File: src/rtl/fp32_mul_seq.sv
// Operand issuer / result collector for one fp32_mul instance; FP32_MUL_SEQ_STATS_EN adds stat_* counters.
// Latency: accept at t -> mul_op_vld t+1 -> m_vld t+2+MUL_LATENCY; 1 op/cycle sustained.
// Backpressure: s_rdy drops when in-flight + buffered results reach FIFO_DEPTH; m side is valid/ready.
module sync_fifo #(
   parameter int WIDTH = 32,
   parameter int DEPTH = 16
) (
   input  logic                     clk,
   input  logic                     rst,
   input  logic                     wr_vld,
   input  logic [WIDTH-1:0]         wr_dat,
   output logic                     rd_vld,
   input  logic                     rd_rdy,
   output logic [WIDTH-1:0]         rd_dat,
   output logic [$clog2(DEPTH):0]   count
);
   localparam int AW = $clog2(DEPTH);
   localparam int CW = AW + 1;

   logic [WIDTH-1:0] mem [DEPTH];
   logic [AW-1:0]    wr_ptr;
   logic [AW-1:0]    rd_ptr;
   logic             pop;

   assign pop    = rd_vld && rd_rdy;
   assign rd_vld = (count != '0);
   // Output comes straight from storage registers; nothing bypasses wr_dat.
   assign rd_dat = rd_vld ? mem[rd_ptr] : '0;

   always_ff @(posedge clk) begin
      if (rst) begin
         wr_ptr <= '0;
         rd_ptr <= '0;
         count  <= '0;
      end else begin
         if (wr_vld) wr_ptr <= wr_ptr + AW'(1);
         if (pop)    rd_ptr <= rd_ptr + AW'(1);
         case ({wr_vld, pop})
            2'b10:   count <= count + CW'(1);
            2'b01:   count <= count - CW'(1);
            default: count <= count;
         endcase
      end
   end

   always_ff @(posedge clk) begin
      if (!rst && wr_vld) mem[wr_ptr] <= wr_dat;
   end
endmodule

module fp32_mul_seq #(
   parameter int FIFO_DEPTH   = 16,
   parameter int MUL_LATENCY  = 8,
   parameter int DRAIN_CYCLES = MUL_LATENCY + 2
) (
   input  logic        clk,
   input  logic        rst,
   input  logic        s_vld,
   output logic        s_rdy,
   input  logic [31:0] s_a,
   input  logic [31:0] s_b,
   output logic        mul_op_vld,
   output logic [31:0] mul_a,
   output logic [31:0] mul_b,
   input  logic        mul_result_vld,
   input  logic [31:0] mul_result,
   output logic        m_vld,
   input  logic        m_rdy,
   output logic [31:0] m_data,
   output logic        err
`ifdef FP32_MUL_SEQ_STATS_EN
   ,
   output logic [31:0]                   stat_issued,
   output logic [31:0]                   stat_stall,
   output logic [$clog2(FIFO_DEPTH):0]   stat_max_occ
`endif
);
   localparam int CW = $clog2(FIFO_DEPTH) + 1;
   localparam int DW = $clog2(DRAIN_CYCLES + 1);

   typedef enum logic {S_DRAIN, S_RUN} state_t;

   state_t        state, state_nxt;
   logic [DW-1:0] drain_cnt, drain_cnt_nxt;
   logic [CW-1:0] inflight;
   logic [CW-1:0] fifo_count;
   logic [CW:0]   occ;
   logic          run;
   logic          accept;
   logic          ret;
   logic          bad;

   // Credits: every accepted op owns a FIFO slot until its result is popped.
   assign occ    = {1'b0, inflight} + {1'b0, fifo_count};
   assign run    = (state == S_RUN);
   assign accept = s_vld && s_rdy;
   assign ret    = run && mul_result_vld && (inflight != '0);
   assign bad    = run && mul_result_vld && (inflight == '0);

   always_comb begin
      state_nxt     = state;
      drain_cnt_nxt = drain_cnt;
      s_rdy         = 1'b0;
      case (state)
         S_DRAIN: begin
            if (drain_cnt == '0) state_nxt = S_RUN;
            else                 drain_cnt_nxt = drain_cnt - DW'(1);
         end
         S_RUN: s_rdy = (occ < (CW+1)'(FIFO_DEPTH));
         default: state_nxt = S_DRAIN;
      endcase
   end

   always_ff @(posedge clk) begin
      if (rst) begin
         state      <= S_DRAIN;
         drain_cnt  <= DW'(DRAIN_CYCLES - 1);
         mul_op_vld <= 1'b0;
         mul_a      <= '0;
         mul_b      <= '0;
         inflight   <= '0;
         err        <= 1'b0;
      end else begin
         state      <= state_nxt;
         drain_cnt  <= drain_cnt_nxt;
         mul_op_vld <= accept;
         if (accept) begin
            mul_a <= s_a;
            mul_b <= s_b;
         end
         case ({accept, ret})
            2'b10:   inflight <= inflight + CW'(1);
            2'b01:   inflight <= inflight - CW'(1);
            default: inflight <= inflight;
         endcase
         if (bad) err <= 1'b1;
      end
   end

   sync_fifo #(.WIDTH(32), .DEPTH(FIFO_DEPTH)) u_fifo (
      .clk    (clk),
      .rst    (rst),
      .wr_vld (ret),
      .wr_dat (mul_result),
      .rd_vld (m_vld),
      .rd_rdy (m_rdy),
      .rd_dat (m_data),
      .count  (fifo_count)
   );

`ifdef FP32_MUL_SEQ_STATS_EN
   always_ff @(posedge clk) begin
      if (rst) begin
         stat_issued  <= '0;
         stat_stall   <= '0;
         stat_max_occ <= '0;
      end else begin
         if (accept)                   stat_issued <= stat_issued + 32'd1;
         if (run && s_vld && !s_rdy)   stat_stall  <= stat_stall + 32'd1;
         // occ never exceeds FIFO_DEPTH, so its low CW bits hold it exactly.
         if (occ[CW-1:0] > stat_max_occ) stat_max_occ <= occ[CW-1:0];
      end
   end
`endif
endmodule

File: config.mk
export PLATFORM = sky130hd
export DESIGN_NAME = fp32_mul_seq
export DESIGN_NICKNAME = d
export VERILOG_FILES = /design/src/rtl/fp32_mul_seq.sv
export SDC_FILE = /design/constraint.sdc
export NUM_CORES = 1
export LEC_CHECK = 0
export ABC_AREA = 1
export CAP_MARGIN = 10
export CORE_ASPECT_RATIO = 1.5
export CORE_UTILIZATION = 45
export CTS_CLUSTER_SIZE = 28
export DETAILED_ROUTE_END_ITERATION = 10
export PLACE_DENSITY = 0.69
export SYNTH_ARGS = -nofsm -noshare
export SYNTH_HDL_FRONTEND = slang
export SYNTH_SLANG_ARGS = --single-unit
File: constraint.sdc
create_clock -name clk -period 3.7 [get_ports clk]
set_input_delay 0.37 -clock clk [delete_from_list [all_inputs] [get_ports clk]]
set_output_delay 0.37 -clock clk [all_outputs]
set_load 0.01 [all_outputs]
==> run summary, run 1 <==
The routed layout has 17900 vias. STA classifies the critical path endpoint as a primary output. The routed wirelength normalized by instance count is between 15 and 20 µm.

Global routing consumed, over all layers together, 22.2% of the routing resources. The clock transition time at the flip-flop clock pins of the worst setup and hold paths is 0.06 ns. Prior to clock tree synthesis, the placed netlist has a worst setup slack of 0.764 ns. The quantity of gates resized following cts came out at 0. In this run the static leakage power is 11.4 nW.

For this run, design rule violations remaining after detail routing come to 0. At the later pin of the worst-skew pair, clock insertion delay measures around 0.6 ns. The number of buffers created by CTS came out at 54. The timing-limited maximum frequency came out at 283 MHz. The sequential cells in the finished layout cover a total of roughly 17000 µm². Sequential cells were found to cover 68.0% of the synthesized design area. The share of the cycle needed by the critical path after routing came out at a little over nine tenths.

The number of violations of the max-capacitance limit is 0. The area of the multi-input gates is around 6600 µm². The horizontal die dimension is 196 µm. The count of nets left with antenna violations after detail routing is 0. The overall die area came out at 57300 µm². In this run the cell area of the synthesized design comes to 25300 µm². The number of antenna violations at the first check in global routing is 2.

The area added between synthesis and finish came out at 18.8%. Along the worst path, the maximum fanout reaches 56. Detailed placement finished with a half-perimeter wire length of 35200 µm.

The cell count after placement is between 3000 and 4000. The total power density per cell area came out at around 620 nW/µm². The count of pins over their slew limit is 0. CTS placed an instance of sky130_fd_sc_hd__clkbuf_16 at the clock tree root.

The post-synthesis area per instance came out at ~10 µm². Counting distinct cell types in the post-synthesis netlist gives 24. The standard cell core area is 55700 µm².

The H-tree was split into 2 levels. The longest individual stage delay on the worst path is 0.67 ns. The flow ran to the end, and the final reports show no timing, DRC or antenna violations. The I/O pin count came out at 201.

The final critical path time including I/O delays and setup is ~3.5 ns. The final setup slack of the worst path came out at 0.168 ns. The first-pass iteration count of the detailed router is 5.

The initial core utilization is 45.5%. The fraction of layout instances using a drive strength above 1 came out at 6.29%. The number of fillers in the final layout came out at 4697. The signal on the critical path passes through inv_4, buf_4, nand3_1, nand3_1, nand2_1, nand2_1, a21oi_1, clkdlybuf4s50_1. The total number of yosys warnings came out at 0. Leaving out fill and tap cells, the most frequent cells in the layout are sky130_fd_sc_hd__nand2_1 (802), sky130_fd_sc_hd__edfxtp_1 (512), sky130_fd_sc_hd__nand3_1 (398). Hold repair after CTS inserted 0 buffers. In the final timing run, aggregate negative setup slack is 0 ns. The count of clock tree sinks is 605. Among all stages on the critical path, the largest delay is contributed by sky130_fd_sc_hd__dfxtp_4. The required time reported for the critical path endpoint came out at 3.33 ns.

The starting DRC count in detailed routing is 1668. The number of inserted diodes came out at 0. Setup repair after global routing left no endpoint under its margin. In this run the worst hold path is classified as input pin to flip-flop. The category of the most critical setup path is flip-flop to primary output. STA classifies the critical path startpoint as a flip-flop. The finished cells cover 30100 µm². TritonCTS built the clock tree. The overall die height is between 200 and 300 µm.

No sink is reached through more buffers than the 3 on the longest clock path. The number of buffer cells added on primary ports is 200. The remaining global-route overflow came out at 0. The count of placed standard cells in the final layout, fillers left out came out at 3356.

Entering global routing, the biggest net connects between 100 and 150 pins. The arrival time of data at the critical path endpoint came out at 3.16 ns. Leaving out fill and tap cells, the most frequent cell in the layout is sky130_fd_sc_hd__nand2_1.

The final layout contains around 2700 nets. The number of global-route vias before repair came out at 17700. Headroom to the max-slew limit came out at ~44%. The number of buffers inserted by post-CTS setup repair is 0.

The total setup violations reported at the end of the flow came out at 0. Wires add up to 63500 µm. The first-pass GRT wire length came out at 98400 µm. Synthesis produced a netlist whose cell count is roughly 2400.

The maximum VDD drop came out at about 0.36 mV. In this run the core area contains between 100 and 150 standard-cell rows. The number of register bits inferred by synthesis came out at just over 600. The vias per cell is between 5 and 6. The standard cell area after detailed placement is ~28000 µm². The final count of hold timing violations is 0.

The slew at the pin with the worst max-slew slack came out at 0.841 ns. The final estimated routing congestion in global placement came out at 0.802. The post-synthesis net count is 2567.

The final setup skew is between 0.015 and 0.02 ns.
-- metal layers --
layer	up-vias	global-route usage, %	part of all wire (%)	wire (µm)
li1	8509	-	-	-
met3	115	4.32	8.0	5110
met4	4	7.72	2.8	1810
met2	727	39.3	50	31900
met5	-	0	0.043	27
met1	8526	26.9	39	24600
-- Yosys cell counts --
cell type	count	share of area (%)
sky130_fd_sc_hd__a21boi_0	1	0.030
sky130_fd_sc_hd__a21oi_1	57	1.1
sky130_fd_sc_hd__buf_1	22	0.33
sky130_fd_sc_hd__buf_2	56	1.1
sky130_fd_sc_hd__buf_4	20	0.59
sky130_fd_sc_hd__buf_6	5	0.22
sky130_fd_sc_hd__clkbuf_1	42	0.62
sky130_fd_sc_hd__clkinv_1	1	0.015
sky130_fd_sc_hd__dfxtp_1	93	7.3
sky130_fd_sc_hd__edfxtp_1	512	61
sky130_fd_sc_hd__fa_1	2	0.16
sky130_fd_sc_hd__ha_1	18	0.89
sky130_fd_sc_hd__inv_1	225	3.3
sky130_fd_sc_hd__inv_2	4	0.059
sky130_fd_sc_hd__nand2_1	803	12
sky130_fd_sc_hd__nand3_1	399	7.9
sky130_fd_sc_hd__nand3b_1	3	0.089
sky130_fd_sc_hd__nand4_1	66	1.6
sky130_fd_sc_hd__nor2_1	92	1.4
sky130_fd_sc_hd__nor3b_2	1	0.049
sky130_fd_sc_hd__o21ai_0	14	0.28
sky130_fd_sc_hd__or2_2	2	0.049
sky130_fd_sc_hd__xnor2_1	5	0.17
sky130_fd_sc_hd__xor2_1	3	0.10
-- sequential cells by signal, indices dropped and copies added (netlist names), named ones only --
| register | cells |
|---|---|
| u_fifo.wr_ptr | 4 |
| mul_b | 32 |
| u_fifo.rd_ptr | 4 |
| u_fifo.mem | 512 |
| u_fifo.count | 5 |
| err | 1 |
| run | 1 |
| mul_a | 32 |
| drain_cnt | 4 |
| mul_op_vld | 1 |
| inflight | 5 |
-- layout make-up --
class	instances	share of cell area, %
clock buffers	62	4.66
clock inverters	40	1.52
inverters	230	2.89
flip-flops and latches	605	57.3
repair buffers	251	8.65
multi-input cells	1466	22.1
well taps	702	2.92
-- worst max-delay path: cells and delay by family (launching register included) --
family	cells	cell delay, ns
DFF	1	0.67
AOI/OAI and AO/OA	1	0.39
and+or+nand+nor	4	0.43
buffers and inverters	3	1.06
-- per-stage QoR --
step | power [mW] | hold WS [ns] | utilization (%)
after CTS | 18.7 | 0.385 | 54.1
after global routing | 19.5 | 0.423 | 54.1
after global placement | 12.8 | 0.457 | 50.7
after floorplan | 10.9 | 0.445 | -
final | 18.6 | 0.396 | 54.1
after detailed placement | 12.8 | 0.484 | 50.7
-- cells by family (layout without fill, tap and decap cells) --
family                     after synthesis  in the layout  share of synthesized area, %
xor gates and xnor gates                 8              8                         0.276
AOI/OAI and AO/OA                       72             72                          1.43
adders and majority gates               20             20                          1.05
buffers and inverters                  375            583                          6.28
and+or+nand+nor                       1366           1366                          23.0
DFF                                    605            605                          68.0
-- final timing paths --
kind | start | endpoint | slack, ns | depth (start not counted)
worst min-delay path | s_vld | inflight[0] | 0.40 | 4
worst min register to register | u_fifo.rd_ptr[2] | flip-flop | 0.49 | 2
worst max register to register | inflight[1] | inflight[4] | 1.12 | 13
worst max-delay path | flip-flop | m_data[1] | 0.17 | 8
-- where the power goes --
group	switching [mW]	leakage [nW]	internal (mW)
clock	2.52	0.893	3.37
sequential	0.159	5.36	7.49
combinational	3.18	5.18	1.89
total	5.86	11.4	12.7
Note: power is estimated with default switching activity, not from simulation.
==> run 2: changes to the inputs <==
CORE_UTILIZATION = 50   (was 45)
PLACE_DENSITY = 0.75   (was 0.69)
REMOVE_ABC_BUFFERS = 1   (was default)
==> run summary, run 2 (same netlist as run 1, synthesis figures left out) <==
The maximum fanout along the worst path is 62. The root buffer cell chosen for the clock tree is sky130_fd_sc_hd__clkbuf_16. Setup repair after global routing left no endpoint under its margin.

The normalized max-slew margin is 46.6%. Leaving out fill and tap cells, the most frequent cell in the layout is sky130_fd_sc_hd__nand2_1. The TritonCTS clock tree is done. The maximum VDD drop is 0.358 mV.

The placed wire-length estimate came out at between 30000 and 40000 µm. The critical path in this run is classified as flip-flop to primary output. The count of nets left with antenna violations after detail routing is 0. The slew at the pin with the worst max-slew slack came out at around 0.8 ns. The number of global-route vias before repair came to 18000. The initial core utilization is 50.9%. The starting DRC count in detailed routing is about 1500. The cell count after placement came out at 3215. After detailed routing, no signal wire sits above met5. The startpoint identified for the worst hold timing path is s_vld.

Using the TritonRoute via totals, the vias-per-cell ratio works out to 5.49. The clock transition time at the flip-flop clock pins of the worst setup and hold paths is 0.06 ns. Input and output buffers added on the ports amount to 200.

The number of antenna violations at the first check in global routing is 4. The maximum number of pins on one net before global-route repair is 169. The count of clock tree sinks came out at 605. The design draws 18.3 mW. The flow ran to the end, and the final reports show no timing, DRC or antenna violations. For hold timing, the worst endpoint is inflight[0]. The launch instance of the worst register-to-register path is inflight[1].

In this run the critical register-to-register path is captured at inflight[4]. The final setup skew is 0.0198 ns. After the flow finishes, the layout carries non-filler instances totaling between 3000 and 4000. The remaining global-route overflow came out at 0. The global routing usage summed across all routing layers came out at 24.5%.

The final critical path time including I/O delays and setup is ~3.6 ns. The wire length on met3 came out at 5830 µm. In this run the cell area measured after placement is around 28000 µm². The required time reported for the critical path endpoint is around 3.3 ns.

Static timing analysis puts the maximum clock frequency at ~280 MHz. STA classifies the critical path startpoint as a flip-flop. The number of clock buffers added by TritonCTS is 53. The met2 layer wire length in the routed design is around 32000 µm. The largest registers in the layout are u_fifo.mem x512, mul_a x32, mul_b x32. In the final routed layout, each cell accounts on average for 19.1 µm.

Summing over every cut layer, the via total after detailed routing is approximately 18000. The met1 wire length came out at about 23000 µm. The first-pass GRT wire length came out at 96600 µm. The sum of negative setup slack is 0 ns. The number of violations of the max-capacitance limit came out at 0. The clock network latency to the later pin of the worst-skew pair came out at 0.60 ns. The total power density per cell area is about 600 nW/µm². The first-pass iteration count of the detailed router came out at 5. The remaining routing DRC violations came out at 0. The number of cells on the worst reg-to-reg path is 13. The count of pins over their slew limit is 0. STA classifies the critical path endpoint as a primary output.

The area of all placed cells without fillers came out at 29900 µm². The final count of hold timing violations is 0. The routed design has 63400 µm of wire.

The hold slack is between 0.3 and 0.4 ns. The register with the most flip-flops in the layout has roughly 510 of them. The I/O pin count came out at roughly 200. The arrival time of data at the critical path endpoint is 3.23 ns. Row generation in the floorplan step produced 100 rows.

The area added between synthesis and finish is 18.0%. The standard cell core area came out at 49800 µm². The longest clock path from root to sink contains 3 buffers.

The congestion estimate from routability-driven global placement came to 0.793. The clock tree synthesis step divided the H-tree into 2 levels. Counting the fill cells in the layout gives 3985. The register with the most flip-flops in the final layout is u_fifo.mem. The share of the cycle needed by the critical path after routing is roughly 97%. Cells with a size suffix above 1 make up 6.18% of the layout. The overall die height is roughly 280 µm. The count of nets after finishing is 2729. The leakage power is 11.4 nW. Across all register-to-register paths, the minimum setup slack is approximately 1.1 ns.

The top cell types in the final layout, fill and taps aside, are sky130_fd_sc_hd__nand2_1 (802), sky130_fd_sc_hd__edfxtp_1 (512), sky130_fd_sc_hd__nand3_1 (398). The horizontal die dimension came out at ~190 µm. The floorplan step defined a die boundary enclosing between 50000 and 60000 µm².

The total setup violations reported at the end of the flow came out at 0. The worst hold path was traced through 4 stages. The tightest min-delay check is of the input pin to flip-flop type.
[run 2: cell types whose count changed in the layout (fill, tap and decap cells not counted), sizes merged]
| cell | delta |
|---|---|
| diode | +3 |
| clkinvlp | -1 |
| bufinv | -3 |
| clkbuf | +8 |
| clkinv | -6 |
[run 2: worst max-delay path, cell delays in order (launching register included)]
cell                              delay (ns)
sky130_fd_sc_hd__dfxtp_4                0.66
sky130_fd_sc_hd__inv_6                  0.31
sky130_fd_sc_hd__buf_4                  0.34
sky130_fd_sc_hd__nand3_1                0.11
sky130_fd_sc_hd__nand3_1                0.08
sky130_fd_sc_hd__nand2_1                0.09
sky130_fd_sc_hd__nand2_1                0.05
sky130_fd_sc_hd__a21oi_1                0.31
sky130_fd_sc_hd__clkdlybuf4s50_1        0.60
[run 2: how the worst max path moves through the flow]
| stage | start | to | slack, ns | cells past startpoint |
|---|---|---|---|---|
| after floorplan | flip-flop | m_data[0] | -5.69 | 7 |
| after global placement | flip-flop | m_data[8] | 0.66 | 8 |
| after detailed placement | flip-flop | m_data[15] | 0.63 | 8 |
| after CTS | flip-flop | m_data[15] | 0.0006 | 8 |
| after global routing | flip-flop | m_data[14] | 0.007 | 10 |
| final | flip-flop | m_data[1] | 0.1 | 8 |
[run 2: layout make-up]
class	count	area, µm²	share of cell area, %
inverters	230	881	2.95
well taps	663	830	2.77
diodes	3	7.51	0.0251
flip-flops and latches	605	17200	57.7
clock buffers	69	1420	4.74
clock inverters	30	354	1.18
repair buffers	252	2510	8.40
multi-input cells	1466	6650	22.2
[run 2: through the flow]
step | utilization, % | setup slack [ns]
2_1_floorplan | - | -5.69
3_3_place_gp | 56.4 | 0.660
3_5_place_dp | 56.4 | 0.630
4_1_cts | 59.9 | 0.000588
5_1_grt | 60.0 | 0.00712
6_report | 60.0 | 0.0995
[run 2: layer usage]
metal	global-route usage, %	up-vias
met5	0	-
met4	9.50	2
met3	4.07	137
met2	43.1	909
met1	29.5	8670
li1	-	8511
[run 2: report_power, final]
group | switching, mW | internal, mW
combinational | 3.12 | 1.87
clock | 2.48 | 3.15
sequential | 0.194 | 7.49
total | 5.79 | 12.5
[run 2: repair_timing]
item                       4_1_cts  5_1_grt
hold buffers                     0        0
setup buffers                    0        0
setup endpoints to repair        0       21
gates resized for setup          0        4
